### src/rtl/coef_load_sequencer.sv
`default_nettype none
// ============================================================================
// Module      : coef_load_sequencer
// Description : Host-side coefficient loader. Routes LRECOVERY sign-extended
//               words to each of the T-red, T-green, T-blue and lambda shift
//               registers in turn, then issues a single commit pulse on the
//               host COMMIT command. Reports busy/done/error status.
//               Optional macro COEF_LOAD_CHECKSUM_EN adds a 16-bit running
//               checksum that COMMIT verifies against command[31:16].
// Revision    : 1.0 - initial release
// ============================================================================
module coef_load_sequencer #(
  parameter int LRECOVERY = 1024,
  parameter int WORDWIDTH = 16,
  parameter int CNTWIDTH  = (LRECOVERY > 1) ? $clog2(LRECOVERY) : 1
) (
  input  logic                clk,
  input  logic                rst,
  input  logic [31:0]         command,
  input  logic                command_new,
  input  logic [31:0]         data_word,
  input  logic                data_word_new,
  output logic [31:0]         data_T_Red,
  output logic [31:0]         data_T_Green,
  output logic [31:0]         data_T_Blue,
  output logic [31:0]         data_lambda,
  output logic                data_T_Red_new,
  output logic                data_T_Green_new,
  output logic                data_T_Blue_new,
  output logic                data_lambda_new,
  output logic                commit_new,
  output logic                busy,
  output logic                done,
  output logic                error,
`ifdef COEF_LOAD_CHECKSUM_EN
  output logic [15:0]         checksum,
`endif
  output logic [CNTWIDTH-1:0] word_count
);

  typedef enum logic [2:0] {
    S_IDLE        = 3'd0,
    S_LOAD_RED    = 3'd1,
    S_LOAD_GREEN  = 3'd2,
    S_LOAD_BLUE   = 3'd3,
    S_LOAD_LAMBDA = 3'd4,
    S_WAIT_COMMIT = 3'd5
  } state_t;

  localparam logic [3:0]          c_OP_START  = 4'd1;
  localparam logic [3:0]          c_OP_ABORT  = 4'd2;
  localparam logic [3:0]          c_OP_COMMIT = 4'd3;
  localparam logic [CNTWIDTH-1:0] c_LAST      = CNTWIDTH'(LRECOVERY - 1);

  state_t              r_state, w_state_next;
  logic [CNTWIDTH-1:0] r_word_count, w_count_next;
  logic [31:0]         r_data [4];
  logic [3:0]          r_strobe, w_strobe_next;
  logic                r_commit, w_commit_next;
  logic                r_busy, w_busy_next;
  logic                r_done, w_done_next;
  logic                r_error, w_error_next;
  logic [1:0]          w_chan;
  logic                w_is_load;
  state_t              w_adv_state;
  logic [31:0]         w_sext;
  logic [15:0]         r_checksum, w_checksum_next;
  logic                w_sum_match;
  logic                w_unused_bits;

  assign w_sext        = 32'($signed(data_word[WORDWIDTH-1:0]));
  // Upper data bits and command bits outside the opcode (and checksum field)
  // carry no meaning here.
  assign w_unused_bits = ^{data_word, command};

`ifdef COEF_LOAD_CHECKSUM_EN
  assign w_sum_match = (r_checksum == command[31:16]);
  assign checksum    = r_checksum;
`else
  assign w_sum_match = 1'b1;
`endif

  // Decode which shift register the current load state feeds and where it advances to.
  always_comb begin
    w_chan      = 2'd0;
    w_is_load   = 1'b1;
    w_adv_state = r_state;
    case (r_state)
      S_LOAD_RED:    begin w_chan = 2'd0; w_adv_state = S_LOAD_GREEN;  end
      S_LOAD_GREEN:  begin w_chan = 2'd1; w_adv_state = S_LOAD_BLUE;   end
      S_LOAD_BLUE:   begin w_chan = 2'd2; w_adv_state = S_LOAD_LAMBDA; end
      S_LOAD_LAMBDA: begin w_chan = 2'd3; w_adv_state = S_WAIT_COMMIT; end
      default:       w_is_load = 1'b0;
    endcase
  end

  // Next-state and next-output logic; commands take precedence over data words.
  always_comb begin
    w_state_next    = r_state;
    w_count_next    = r_word_count;
    w_strobe_next   = 4'b0000;
    w_commit_next   = 1'b0;
    w_done_next     = r_done;
    w_error_next    = r_error;
    w_checksum_next = r_checksum;
    if (command_new) begin
      case (command[3:0])
        c_OP_START: begin
          w_state_next    = S_LOAD_RED;
          w_count_next    = '0;
          w_done_next     = 1'b0;
          w_error_next    = 1'b0;
          w_checksum_next = 16'h0000;
        end
        c_OP_ABORT: begin
          w_state_next = S_IDLE;
          w_count_next = '0;
        end
        c_OP_COMMIT: begin
          if (r_state == S_WAIT_COMMIT) begin
            w_state_next = S_IDLE;
            if (w_sum_match) begin
              w_commit_next = 1'b1;
              w_done_next   = 1'b1;
            end else begin
              w_error_next  = 1'b1;
            end
          end else begin
            w_error_next = 1'b1;
          end
        end
        default: ;
      endcase
      // A colliding data word is dropped and flagged even if START cleared error.
      if (data_word_new) begin
        w_error_next = 1'b1;
      end
    end else if (data_word_new) begin
      if (w_is_load) begin
        w_strobe_next[w_chan] = 1'b1;
        w_checksum_next       = r_checksum + data_word[15:0];
        if (r_word_count == c_LAST) begin
          w_count_next = '0;
          w_state_next = w_adv_state;
        end else begin
          w_count_next = r_word_count + CNTWIDTH'(1);
        end
      end else begin
        w_error_next = 1'b1;
      end
    end
    w_busy_next = (w_state_next == S_LOAD_RED)   || (w_state_next == S_LOAD_GREEN) ||
                  (w_state_next == S_LOAD_BLUE)  || (w_state_next == S_LOAD_LAMBDA);
  end

  // State, status and strobe registers.
  always_ff @(posedge clk or negedge rst) begin
    if (!rst) begin
      r_state      <= S_IDLE;
      r_word_count <= '0;
      r_strobe     <= 4'b0000;
      r_commit     <= 1'b0;
      r_busy       <= 1'b0;
      r_done       <= 1'b0;
      r_error      <= 1'b0;
    end else begin
      r_state      <= w_state_next;
      r_word_count <= w_count_next;
      r_strobe     <= w_strobe_next;
      r_commit     <= w_commit_next;
      r_busy       <= w_busy_next;
      r_done       <= w_done_next;
      r_error      <= w_error_next;
    end
  end

  // Coefficient data registers hold their value until their channel strobes again.
  always_ff @(posedge clk or negedge rst) begin
    if (!rst) begin
      for (int i = 0; i < 4; i++) r_data[i] <= 32'h0;
    end else begin
      for (int i = 0; i < 4; i++) begin
        if (w_strobe_next[i]) r_data[i] <= w_sext;
      end
    end
  end

`ifdef COEF_LOAD_CHECKSUM_EN
  // Running 16-bit wrapping sum of accepted words.
  always_ff @(posedge clk or negedge rst) begin
    if (!rst) r_checksum <= 16'h0000;
    else      r_checksum <= w_checksum_next;
  end
`else
  assign r_checksum = 16'h0000;
`endif

  assign data_T_Red       = r_data[0];
  assign data_T_Green     = r_data[1];
  assign data_T_Blue      = r_data[2];
  assign data_lambda      = r_data[3];
  assign data_T_Red_new   = r_strobe[0];
  assign data_T_Green_new = r_strobe[1];
  assign data_T_Blue_new  = r_strobe[2];
  assign data_lambda_new  = r_strobe[3];
  assign commit_new       = r_commit;
  assign busy             = r_busy;
  assign done             = r_done;
  assign error            = r_error;
  assign word_count       = r_word_count;

endmodule
`default_nettype wire

### config.mk
export PLATFORM = sky130hd
export DESIGN_NAME = coef_load_sequencer
export DESIGN_NICKNAME = d
export VERILOG_FILES = /design/src/rtl/coef_load_sequencer.sv
export SDC_FILE = /design/constraint.sdc
export NUM_CORES = 1
export LEC_CHECK = 0
export BUFFER_PORTS_ARGS = -buffer_cell sky130_fd_sc_hd__buf_2
export CAP_MARGIN = 0
export CORE_MARGIN = 4
export CORE_UTILIZATION = 40
export DETAILED_ROUTE_END_ITERATION = 12
export GPL_TIMING_DRIVEN = 0
export PLACE_DENSITY = 0.77
export SYNTH_ARGS = -nofsm -noshare
export SYNTH_HDL_FRONTEND = slang
export SYNTH_SLANG_ARGS = --single-unit
### constraint.sdc
create_clock -name clk -period 1.9 [get_ports clk]
set_input_delay 0.38 -clock clk [delete_from_list [all_inputs] [get_ports clk]]
set_output_delay 0.38 -clock clk [all_outputs]
set_load 0.005 [all_outputs]
==> results.sh <==
export IMPL_grt_setup_unrepaired="false"
export IMPL_setup_viol_count_final=0
export IMPL_mappedNetlistNets=394
export IMPL_place_hpwl_um=7270
export IMPL_cts_buffers=9
export IMPL_grt_max_degree=59
export IMPL_post_synth_instance_area_um2=4070
export IMPL_largest_cells_by_area_after_synthesis="dfrtp_1 52%, buf_4 12%, mux2_2 11%"
export IMPL_pwr_share_seq_pct=43.0
export IMPL_post_dp_cell_area_um2=5110
export IMPL_clock_latency_ps=350
export IMPL_layout_drive_gt1_share_pct=61.8
export IMPL_drt_total_wl_um=9430
export IMPL_dieHeight_um=109
export IMPL_powerDensity_nw_per_um2=1080
export IMPL_critical_path_slowest_cell="dfrtp_1"
export IMPL_vdd_drop_max_mv=0.557
export IMPL_synth_largest_area_cell="dfrtp_1"
export IMPL_h_tree_depth=3
export IMPL_cell_internal_pwr_uw=4150
export IMPL_worstSetupEndpointType="register"
export IMPL_detailedRoute_firstPassIterationCount=4
export IMPL_sequential_cell_area_fraction_in_the_yosys_report_pct=52.2
export IMPL_design_portCount=214
export IMPL_swShare_pct=28.2
export IMPL_fp_dieW_um=109
export IMPL_postSynthRegisterBits=85
export IMPL_avgSynthCellArea_um2=12.5
export IMPL_synth_most_common_cell="dfrtp_1"
export IMPL_fin_skew_ps=11.6
export IMPL_drc_errors=0
export IMPL_wl_per_cell_um=14.6
export IMPL_worst_endpoint_required_ps=2130
export IMPL_core_area_um2=9860
export IMPL_cellLeakagePower_uw=0.00303
export IMPL_grt_pass1_vias=2920
export IMPL_grt_total_usage_pct=16.0
export IMPL_worst_hold_margin_ps=288
export IMPL_worst_slew_margin_rel_pct=64.8
export IMPL_yosys_cell_types_count=50
export IMPL_drt_first_iter_violations=110
export IMPL_period_minus_slack_ps=1770
export IMPL_number_of_enable_flip_flop_cells_after_synthesis=0
export IMPL_ctsLongestPathBuffers=2
export IMPL_top_post_synthesis_cells_by_count="85 x dfrtp_1, 64 x buf_4, 40 x mux2_2"
export IMPL_power_clock_fraction_pct=22.9
export IMPL_initial_core_util_pct=41.3
export IMPL_worst_slew_pin_slew_ps=528
export IMPL_dr_total_vias=3014
export IMPL_min_period_over_period_pct=93.2
export IMPL_combPwrFrac_pct=34.1
export IMPL_cp_data_arrival_time_ps=2000
export IMPL_worstHoldPathType="input pin to register"
export IMPL_die_area_um2=11900
export IMPL_run_status="completed"
export IMPL_startpoint_type="register"
export IMPL_grt_pass1_wl_um=14700
export IMPL_worst_path_largest_cell_delay_ps=420
export IMPL_fillCellCount=871
export IMPL_design_final_nets=577
export IMPL_cp_cell_sequence="ha_1 > and2_1 > and3_1 > a311oi_2 > nor4_2 > xnor2_1"
export IMPL_clkTransAtPathRegs_ps=90
export IMPL_std_cell_rows=36
export IMPL_synth_yosys_warnings=0
export IMPL_route_antenna_remaining_nets=0
export IMPL_slew_viols_final=0
export IMPL_final_design_area_no_fill_um2=5360
export IMPL_worstPathMaxFanout=5
export IMPL_synth_async_sr_flop_share_pct=100
export IMPL_area_growth_pct=31.6
export IMPL_timing_worst_setup_path_type="register to register"
export IMPL_cts_root_buffer="clkbuf_8"
export IMPL_synth_cells=325
export IMPL_most_used_flip_flop_cell_after_synthesis="dfrtp_1"
export IMPL_viasPerCell=4.67
export IMPL_cts_sinks=85
export IMPL_finalHoldViolations=0
export IMPL_antenna_cells=0
export IMPL_fmax_mhz=565
export IMPL_synthDominantCellAreaShare_pct=52.2
export IMPL_globalplace_congestion=0.836
export IMPL_cap_viol_max_count=0
export IMPL_io_buffers=168
export IMPL_cts_tree="yes"
export IMPL_antenna_found_initial=0
export IMPL_switching_power_uw=1630
export IMPL_global_route_overflow_total=0
## power groups by stage
| stage | combinational [uW] | sequential (uW) | clock (uW) |
|---|---|---|---|
| 2_1_floorplan | 1010 | 2530 | 0 |
| 3_3_place_gp | 1900 | 2510 | 0 |
| 3_5_place_dp | 1970 | 2530 | 0 |
| 4_1_cts | 1990 | 2490 | 1370 |
| 5_1_grt | 2170 | 2550 | 1460 |
| 6_report | 1970 | 2490 | 1320 |
## flip-flops by register name, summed over array words and instances (netlist names)
name          count
done              1
data_T_Green     16
r_state           3
commit_new        1
error             1
data_T_Red       16
word_count       10
busy              1
data_T_Blue      16
data_lambda      16
r_strobe          4
## placed cells by master (no fill, tap or decap), drive strengths merged, types with 4 or more instances in the layout
cell    synthesis  routed
nand2          12      12
a21oi           4       4
dfrtp          85      85
nor3            6       6
buf            71     241
and3            4       4
o21ai          13      13
a22o            5       5
inv             7       7
nand3           7       7
clkbuf          2      15
mux2           65      65
nor2           10      10
## repair_timing
item / CTS / global route
setup buffers: 1 / 1
hold buffers: 1 / 0
cloned: 0 / 0
setup endpoints to repair: 2 / 11
pin swaps: 1 / 1
resized for setup: 0 / 3
hold endpoints to repair: 27 / 0
## logic make-up after synthesis
family | Yosys count | synth area share (%)
DFF | 85 | 52.2
buffers and inverters | 80 | 14.0
muxes | 66 | 19.1
and+or+nand+nor | 58 | 8.57
AOI/OAI and AO/OA | 31 | 5.01
xor gates and xnor gates | 4 | 0.861
adders and majority gates | 1 | 0.307
## per-stage QoR
step / cells / utilization [%] / TNS (ps) / setup slack, ps / total power [uW]
floorplan: 325 / - / 0 / 217 / 3540
global placement: 626 / 51.5 / -15290 / -187 / 4410
detailed placement: 627 / 51.8 / 0 / 17.7 / 4500
CTS: 645 / 54.1 / 0 / 7.54 / 5850
global route: 646 / 54.3 / 0 / 27.0 / 6180
finish: 646 / 54.3 / 0 / 130 / 5780
## critical path: cells and delay by family, from the launching register on
| family | cells | cell delay, ps |
|---|---|---|
| AOI/OAI and AO/OA | 1 | 340 |
| xor gates and xnor gates | 1 | 130 |
| adders and majority gates | 1 | 230 |
| DFF | 1 | 420 |
| and+or+nand+nor | 3 | 540 |
## routing by layer
layer / global-route usage [%] / share of wire [%]
met1: 18.8 / 39
met2: 28.1 / 51
met3: 3.91 / 8.8
met4: 5.86 / 1.5
met5: 0 / 0
## worst paths after layout
path	end	cells past startpoint	slack (ps)	start
max	busy	6	130	word_count[1]
min	data_T_Green[11]	2	290	data_word[11]
max reg2reg	busy	6	130	word_count[1]
min reg2reg	data_T_Red[1]	1	490	data_T_Red[1]
max in group asynchronous	data_lambda[15]	3	790	rst
min in group asynchronous	word_count[0]	2	500	rst
## cell type report
cell class / count / area (um2) / area share, %
Buffer: 73 / 544 / 10.2
Clock buffer: 12 / 155 / 2.90
Clock inverter: 4 / 56.3 / 1.05
Inverter: 7 / 26.3 / 0.491
Multi-Input combinational cell: 160 / 1390 / 25.9
Sequential cell: 85 / 2130 / 39.7
Tap cell: 133 / 166 / 3.11
Timing Repair Buffer: 172 / 896 / 16.7
Note: power is estimated with default switching activity, not from simulation.
